**src/rtl/dsi_lane_ctrl_multi.sv**
```systemverilog
// dsi_lane_ctrl_multi
//   LP/HS burst sequencer for a D-PHY link. Drives LANES data lanes in
//   lockstep (MODE=0) or one clock lane (MODE=1). Each timed state lasts
//   max(cfg,1) cycles, with cfg sampled on entry. HS_TRAIL gets one extra
//   leading cycle that carries the last data byte.
//
// Ports:
//   clk_sys          single clock, rising edge
//   rst              synchronous, active-high reset
//   start_rqst       request an HS burst (honoured in IDLE only)
//   fin_rqst         with data_rqst, marks the current byte as the last one
//   lane_en          per-lane enable, sampled when leaving IDLE
//   inp_data         lane i byte at [8i+7:8i]
//   cfg_t_*          state durations in clk_sys cycles
//   data_rqst        byte on inp_data consumed this cycle
//   active           sequencer is not in IDLE
//   hs_oe            per-lane HS driver enable
//   hs_data          per-lane parallel byte to the serializer
//   lp_p, lp_n       per-lane LP line levels
module dsi_lane_ctrl_multi #(
  parameter int          LANES     = 4,
  parameter int          MODE      = 0,
  parameter int          CNT_W     = 8,
  parameter logic [7:0]  SYNC_BYTE = 8'hB8
) (
  input  logic                 clk_sys,
  input  logic                 rst,
  input  logic                 start_rqst,
  input  logic                 fin_rqst,
  input  logic [LANES-1:0]     lane_en,
  input  logic [8*LANES-1:0]   inp_data,
  input  logic [CNT_W-1:0]     cfg_t_lpx,
  input  logic [CNT_W-1:0]     cfg_t_hs_prep,
  input  logic [CNT_W-1:0]     cfg_t_hs_zero,
  input  logic [CNT_W-1:0]     cfg_t_hs_trail,
  input  logic [CNT_W-1:0]     cfg_t_hs_exit,
  output logic                 data_rqst,
  output logic                 active,
  output logic [LANES-1:0]     hs_oe,
  output logic [8*LANES-1:0]   hs_data,
  output logic [LANES-1:0]     lp_p,
  output logic [LANES-1:0]     lp_n
);

  typedef enum logic [2:0] {
    S_IDLE,
    S_HS_RQST,
    S_HS_PREP,
    S_HS_ZERO,
    S_HS_SYNC,
    S_HS_ACTIVE,
    S_HS_TRAIL,
    S_HS_EXIT
  } state_t;

  localparam logic [CNT_W-1:0] ONE = CNT_W'(1);

  state_t               state, state_n;
  logic [CNT_W-1:0]     cnt;
  logic                 trail_first;   // first HS_TRAIL cycle (last data byte)
  logic [LANES-1:0]     mask;
  logic [8*LANES-1:0]   data_q;
  logic                 timeout;

  // Counter holds at 1 so cfg=0 and cfg=1 both give a one-cycle state.
  assign timeout   = !trail_first && (cnt <= ONE);
  assign data_rqst = (state == S_HS_ACTIVE);
  assign active    = (state != S_IDLE);

  always_ff @(posedge clk_sys) begin
    if (rst) begin
      state       <= S_IDLE;
      cnt         <= '0;
      trail_first <= 1'b0;
      mask        <= '0;
      data_q      <= '0;
    end else begin
      state <= state_n;
      if (state_n != state) begin
        trail_first <= 1'b0;
        case (state_n)
          S_HS_RQST:  cnt <= cfg_t_lpx;
          S_HS_PREP:  cnt <= cfg_t_hs_prep;
          S_HS_ZERO:  cnt <= cfg_t_hs_zero;
          S_HS_TRAIL: begin
            cnt         <= cfg_t_hs_trail;
            trail_first <= 1'b1;
          end
          S_HS_EXIT:  cnt <= cfg_t_hs_exit;
          default:    cnt <= cnt;
        endcase
      end else if (trail_first) begin
        // Extra leading trail cycle: hold the counter so the configured
        // trail length follows it in full.
        trail_first <= 1'b0;
      end else if (cnt > ONE) begin
        cnt <= cnt - ONE;
      end

      if (state == S_IDLE && start_rqst)
        mask <= lane_en;

      // Preloading the sync byte lets HS_ACTIVE always output data_q,
      // giving the 1-cycle data latency with SYNC_BYTE in its first cycle.
      if (state == S_HS_SYNC)
        data_q <= {LANES{SYNC_BYTE}};
      else if (state == S_HS_ACTIVE)
        data_q <= inp_data;
    end
  end

  always_comb begin
    state_n = state;
    case (state)
      S_IDLE:      if (start_rqst) state_n = S_HS_RQST;
      S_HS_RQST:   if (timeout)    state_n = S_HS_PREP;
      S_HS_PREP:   if (timeout)    state_n = S_HS_ZERO;
      S_HS_ZERO:   if (timeout)    state_n = (MODE == 0) ? S_HS_SYNC : S_HS_ACTIVE;
      S_HS_SYNC:                   state_n = S_HS_ACTIVE;
      S_HS_ACTIVE: if (fin_rqst)   state_n = S_HS_TRAIL;
      S_HS_TRAIL:  if (timeout)    state_n = S_HS_EXIT;
      S_HS_EXIT:   if (timeout)    state_n = S_IDLE;
      default:                     state_n = S_IDLE;
    endcase
  end

  always_comb begin
    logic [7:0] b;
    logic [7:0] last;
    lp_p    = '1;
    lp_n    = '1;
    hs_oe   = '0;
    hs_data = '0;
    for (int unsigned i = 0; i < LANES; i++) begin
      b    = '0;
      last = data_q[8*i +: 8];
      case (state)
        S_HS_SYNC:   b = SYNC_BYTE;
        S_HS_ACTIVE: b = (MODE != 0) ? 8'h55 : last;
        // Clock lane: the leading trail cycle repeats the toggle pattern
        // as its "last byte"; the configured trail itself is zero.
        S_HS_TRAIL:
          if (trail_first) b = (MODE != 0) ? 8'h55 : last;
          else             b = (MODE != 0 || last[7]) ? 8'h00 : 8'hFF;
        default:     b = '0;
      endcase
      if (mask[i] && state != S_IDLE) begin
        case (state)
          S_HS_RQST: lp_p[i] = 1'b0;
          S_HS_PREP: begin
            lp_p[i] = 1'b0;
            lp_n[i] = 1'b0;
          end
          S_HS_ZERO, S_HS_SYNC, S_HS_ACTIVE, S_HS_TRAIL: begin
            lp_p[i]           = 1'b0;
            lp_n[i]           = 1'b0;
            hs_oe[i]          = 1'b1;
            hs_data[8*i +: 8] = b;
          end
          default: ;
        endcase
      end
    end
  end

endmodule
```
**config.mk**
```make
export PLATFORM = sky130hd
export DESIGN_NAME = dsi_lane_ctrl_multi
export DESIGN_NICKNAME = d
export VERILOG_FILES = /design/src/rtl/dsi_lane_ctrl_multi.sv
export SDC_FILE = /design/constraint.sdc
export NUM_CORES = 1
export LEC_CHECK = 0
export CAP_MARGIN = 20
export CORE_MARGIN = 5
export CORE_UTILIZATION = 43
export CTS_BUF_LIST = sky130_fd_sc_hd__clkbuf_16
export DETAILED_ROUTE_END_ITERATION = 12
export GPL_TIMING_DRIVEN = 0
export PLACE_DENSITY = 0.78
export SKIP_CTS_REPAIR_TIMING = 1
export SYNTH_ARGS = -nofsm -noshare
export SYNTH_HDL_FRONTEND = slang
export SYNTH_SLANG_ARGS = --single-unit
```
**constraint.sdc**
```tcl
create_clock -name clk_sys -period 3.25 [get_ports clk_sys]
set_clock_uncertainty 0.1 [all_clocks]
set_input_delay 0.65 -clock clk_sys [delete_from_list [all_inputs] [get_ports clk_sys]]
set_output_delay 0.65 -clock clk_sys [all_outputs]
set_load 0.02 [all_outputs]
```
==> reports/results.tsv, run 1 <==
metric	value	unit
RR Endpoint	cnt[1]$_SDFFE_PP0P_	
Critical Path AT	2.37	ns
crit path time final	3.12	ns
CTS root buf	clkbuf_16	
Setup crit start kind	register	
Clock Power Share	21.5	%
I/O Pins	126	
first-pass GRT wire length	15200	um
vias	3376	
Power Density	506	nW/um^2
sequential power share	31.8	%
dominant cells by area after synthesis	dfxtp_1 32%, nand2_1 8.9%, a21oi_1 7.9%	
Hold Path Class	register to register	
synthesized area per cell	7.58	um^2
Final Max Slew Viols	0	
Crit. Startpoint	state[1]$_SDFF_PP0_	
switch share	38.4	%
Reg clk slew, reported paths	0.06	ns
Final Core Density	67.8	%
Post-synth EDFFs	0	
Detailed Route Iter0 Violations	195	
share of the synthesized area in the top cell type	32.1	%
Least-Margin Pin Slew	0.686	ns
synthesis-stage register bit count	48	
Final Hold Fails	0	
Nets	607	
Synth cell types	52	
outcome	finished clean	
DRC viols	0	
top_reg_cell synth	dfxtp_1	
Clk Latency, worst-skew pair	0.29	ns
Pint	0.00144	W
post-layout worst setup margin	0.126	ns
cells after synthesis	395	
Worst setup endpoint	hs_data[25]	
initial antenna violation count	0	
DIE AREA	8730	um^2
most common cell in the synthesized netlist	nand2_1	
WP data required	2.50	ns
Overflow after GRT	0	
Setup Viol. Count Final	0	
Max Clk Rate	320	MHz
reg2reg path depth	9	
Psw	0.000897	W
H-tree levels	2	
final antenna-violating net count	0	
power share of the combinational group	46.8	%
Leakage	2.04	nW
cell taking the most area after synthesis	dfxtp_1	
Routed WL per cell	15.3	um
Die Width	93.4	um
Cell Area, Synth	2990	um^2
Slowest-stage cell, CP	clkdlybuf4s50_1	
largest net degree at the start of global routing	16	
Vias/cell	5.43	
Detailed Place HPWL	7290	um
share of flip-flops with an asynchronous set or reset	0	%
Area Overhead vs Synth	53.9	%
vias in the first global route	3223	
worst-path maximum fanout	8	
Setup TNS	0	ns
core area	6790	um^2
Critical R2R Launch	cnt[0]$_SDFFE_PP0P_	
FF-to-FF setup slack	0.30	ns
maxcap violations	0	
CTS buffer count	5	
Pre-antenna DRT Iters	5	
critical path's largest stage delay	0.64	ns
number of warnings issued by yosys	0	
RSZ-0062 raised after global routing	true	
CTS tree	yes	
clk sinks	48	
CP endpoint kind	output port	
clk buf depth	2	
WHS	0.359	ns
dpl ws	-0.219	ns
power consumption	0.00233	W
Critical Path Stages	5	
sequential area share after synthesis	32.1	%
delay-heaviest family, CP	simple AND/OR/NAND/NOR gates	
# diodes	0	
Rows	30	
Die Ht	93.4	um
Buf/Inv on CP	1	
initial core utilization	44.1	%
Final period util	96.1	%
worst ir drop on vdd	0.291	mV
share of layout cells above drive strength 1	7.98	%
GP Congestion	0.863	
Slew headroom	54.2	%
synthesized net count	477	
IO Port Bufs	125	
Detailed Route WL	9510	um
GRT Total Usage	21.3	%
Crit Path Class	register to output port	
worst-path cell chain	or2b_1 -> nor3b_4 -> nand2b_1 -> a21oi_1 -> clkdlybuf4s50_1	
most frequent cells after synthesis	71 x nand2_1, 48 x dfxtp_1, 47 x a21oi_1, 39 x nor2_1, 20 x clkbuf_1	
## through the flow
stage | instance area [um^2] | std cells
after detailed placement | 4370 | 616
final | 4610 | 622
after global routing | 4610 | 622
after floorplan | 2990 | 395
after global placement | 4370 | 616
after CTS | 4510 | 624
## placed cells by master (no fill, tap or decap), types with 6 or more instances in the layout
master / count
inv_1: 19
clkbuf_1: 12
and3_1: 7
and2_1: 6
a311oi_1: 16
nor2b_1: 8
o21ai_0: 16
mux2i_1: 12
dlymetal6s2s_1: 22
nand2_1: 71
clkdlybuf4s50_1: 103
a21oi_1: 47
nand2b_1: 6
nor3_1: 7
nor2_1: 39
o21a_1: 9
dfxtp_1: 45
## worst reg2reg max path, delay by kind of cell (launching register included)
kind	cells	cell delay [ns]
simple gates	3	0.52
fa+ha+maj	1	0.28
mux	2	0.53
compound gates	2	0.89
flops	1	0.41
buf+inv	1	0.09
## logic make-up after synthesis
kind of cell    Yosys count  share of synthesized area, %
compound gates          112                          24.7
xor+xnor                  1                         0.293
fa+ha+maj                 2                         0.836
buf+inv                  45                          6.23
flops                    48                          32.1
mux                      18                          8.65
simple gates            169                          27.2
## area by class of cell
type	instances	area, um^2
Tap cell	96	120
Clock inverter	3	18.8
Fill cell	595	2190
Multi-Input combinational cell	302	1880
Sequential cell	48	965
Inverter	20	75.1
Timing Repair Buffer	125	1310
Buffer	23	116
Clock buffer	5	125
## layer usage
layer / vias up / global-route usage [%] / share of wire (%)
met4: 0 / 7.57 / 2.5
met5: - / 0 / 0
met2: 132 / 35.2 / 48
met1: 1572 / 27.9 / 42
met3: 16 / 3.54 / 7.1
li1: 1656 / - / -
## worst min-delay path by stage
stage                            startpoint                       to  slack [ns]  cells past startpoint
CTS                  data_q[8]$_SDFFE_PP0P_   data_q[8]$_SDFFE_PP0P_        0.36                      2
global placement     data_q[2]$_SDFFE_PP0P_   data_q[2]$_SDFFE_PP0P_        0.34                      2
detailed placement  data_q[25]$_SDFFE_PP0P_  data_q[25]$_SDFFE_PP0P_        0.35                      2
global route         data_q[9]$_SDFFE_PP0P_   data_q[9]$_SDFFE_PP0P_        0.38                      2
finish              data_q[24]$_SDFFE_PP0P_  data_q[24]$_SDFFE_PP0P_        0.36                      2
floorplan            data_q[2]$_SDFFE_PP0P_   data_q[2]$_SDFFE_PP0P_        0.33                      2
## registers in the layout, indices dropped and copies added, names as in the netlist
name and flops:
cnt 8, trail_first 1, mask 4, data_q 32
state 3
## power by group through the flow
stage / logic (W) / registers [W] / clock network [W]
detailed placement: 0.00107 / 0.000737 / 0
floorplan: 0.000780 / 0.000715 / 0
finish: 0.00109 / 0.000741 / 0.000501
CTS: 0.00108 / 0.000726 / 0.000506
global route: 0.00119 / 0.000749 / 0.000538
global placement: 0.00105 / 0.000734 / 0
No activity file was read; power rests on OpenSTA's default activity.
==> inputs of run 2 (changes only) <==
- CORE_UTILIZATION: 43 -> 39
- PLACE_DENSITY: 0.78 -> 0.74
- clock period: 3.25 -> 2.8 ns (I/O delays scaled with it)
==> reports/results.tsv, run 2 (synthesized netlist as in run 1, its figures left out) <==
metric	value	unit	change
Overflow after GRT	0		unchanged
WP data required	2.14	ns	-0.36 ns
Final Hold Fails	0		unchanged
Final period util	96.4	%	
Largest regs	data_q (32), cnt (8), mask (4)		
# diodes	0		unchanged
Critical R2R Launch	cnt[0]$_SDFFE_PP0P_		
largest net degree at the start of global routing	15		-1
Final Core Density	61.5	%	-6.3 points
Detailed Place HPWL	7280	um	-0.22%
Least-Margin Pin Slew	0.583	ns	-0.103 ns
Biggest register	data_q		
CP endpoint kind	output port		
H-tree levels	2		unchanged
critical path's largest stage delay	0.39	ns	-0.25 ns
clk sinks	48		unchanged
Layout fillers	700		+18%
Power Density	598	nW/um^2	+18%
FF-to-FF setup slack	0.17	ns	-0.13 ns
maxcap violations	0		unchanged
Leakage	2.09	nW	+2.3%
delay-heaviest family, CP	simple AND/OR/NAND/NOR gates		
commonest non-fill, non-tap cell in the layout	clkdlybuf4s50_1		
Hold Path Class	register to register		
Worst Hold Endpoint	data_q[8]$_SDFFE_PP0P_		
share of layout cells above drive strength 1	14.4	%	+6.4 points
I/O Pins	126		unchanged
hold path cells	2		unchanged
IO Port Bufs	125		unchanged
Slew headroom	61.1	%	+6.9 points
Detailed Route Iter0 Violations	144		-26%
reg2reg path depth	9		unchanged
Detailed Route WL	9470	um	-0.45%
Pre-antenna DRT Iters	4		-1
final antenna-violating net count	0		unchanged
GRT Total Usage	18.7	%	-2.6 points
initial antenna violation count	0		unchanged
vias in the first global route	3093		-4.0%
Rows	32		+6.7%
Finished Cell Area	4680	um^2	+1.5%
vias	3321		-1.6%
CTS buffer count	5		unchanged
DRC viols	0		unchanged
Crit Path Class	register to output port		
Area Overhead vs Synth	56.2	%	
Clk Latency, worst-skew pair	0.29	ns	about the same
GP Congestion	0.854		-1.1%
Reg clk slew, reported paths	0.07	ns	about the same
WHS	0.354	ns	-0.00445 ns
Die Width	97.6	um	+4.5%
CTS tree	yes		
cell repeated most along the worst path	buf_4		
worst-path maximum fanout	8		unchanged
CTS root buf	clkbuf_16		
Setup Viol. Count Final	0		unchanged
Post-DP Area	4370	um^2	+0.17%
Vias/cell	5.21		-3.9%
initial core utilization	39.4	%	-4.7 points
Slowest-stage cell, CP	dfxtp_2		
power consumption	0.00280	W	+20%
Setup crit start kind	register		
Setup TNS	0	ns	unchanged
Max Clk Rate	371	MHz	
Critical Path AT	2.04	ns	-0.33 ns
max reg flops	32		unchanged
RSZ-0062 raised after global routing	true		
outcome	finished clean		
worst ir drop on vdd	0.287	mV	-1.6%
Die Ht	97.6	um	+4.5%
crit path time final	2.70	ns	
Routed WL per cell	14.9	um	-2.8%
Buf/Inv on CP	3		+2
min-delay src	data_q[8]$_SDFFE_PP0P_		
Nets	616		+1.5%
DIE AREA	9530	um^2	+9.1%
clk buf depth	2		unchanged
Final Max Slew Viols	0		unchanged
most frequent cells in the layout	88 x clkdlybuf4s50_1, 71 x nand2_1, 46 x a21oi_1		
worst-path cell chain	or2b_4 -> nor3b_4 -> nor2b_4 -> buf_4 -> buf_4 -> o21a_1 -> dlymetal6s2s_1		
core area	7610	um^2	+12%
first-pass GRT wire length	14800	um	-2.3%
RR Endpoint	cnt[1]$_SDFFE_PP0P_		
[run 2: cell count changes in the layout (fill, tap and decap cells not counted), sizes merged]
| cell | delta |
|---|---|
| inv | +1 |
| buf | +11 |
| clkbuf | +11 |
| clkinvlp | -1 |
| dlymetal6s2s | +2 |
| clkdlybuf4s50 | -15 |
[run 2: layout make-up]
type / count / area [um^2] / area share [%]
multi-input combinational: 302 / 1910 / 40.9
clock buffer: 5 / 125 / 2.68
timing repair buffer: 134 / 1330 / 28.4
buffer: 23 / 121 / 2.59
clock inverter: 3 / 15.0 / 0.321
inverter: 20 / 77.6 / 1.66
sequential: 48 / 967 / 20.7
tap: 102 / 128 / 2.73
[run 2: worst min-delay path: cells and delay by family (launching register included)]
family           cells  cell delay, ns
AO/OA/AOI/OAI        1            0.05
flip-flops           1            0.31
AND/OR/NAND/NOR      1            0.05
[run 2: worst max-delay path by stage]
| stage | cells past startpoint | startpoint | endpoint | slack, ns |
|---|---|---|---|---|
| 2_1_floorplan | 6 | state[0]$_SDFF_PP0_ | hs_data[2] | 0.25 |
| 3_3_place_gp | 9 | state[0]$_SDFF_PP0_ | hs_data[17] | -0.58 |
| 3_5_place_dp | 9 | state[0]$_SDFF_PP0_ | hs_data[22] | -0.58 |
| 4_1_cts | 9 | state[0]$_SDFF_PP0_ | hs_data[17] | -0.90 |
| 5_1_grt | 7 | state[1]$_SDFF_PP0_ | hs_data[2] | -0.06 |
| 6_report | 7 | state[1]$_SDFF_PP0_ | hs_data[0] | 0.10 |
[run 2: layer usage]
metal / global-route usage, % / routed length, um
met5: 0 / 0
met4: 4.69 / 124
met3: 3.45 / 511
met2: 30.8 / 4450
met1: 25.1 / 4380
[run 2: metrics by stage]
| stage | worst slack (ns) | instances |
|---|---|---|
| 3_3_place_gp | -0.583 | 622 |
| 3_5_place_dp | -0.581 | 622 |
| 6_report | 0.102 | 637 |
| 2_1_floorplan | 0.249 | 395 |
| 5_1_grt | -0.0554 | 637 |
| 4_1_cts | -0.902 | 630 |
[run 2: power by group]
part	switching [W]	internal, W
clock	0.000257	0.000325
combinational	0.000699	0.000660
sequential	0.0000940	0.000761
total	0.00105	0.00175
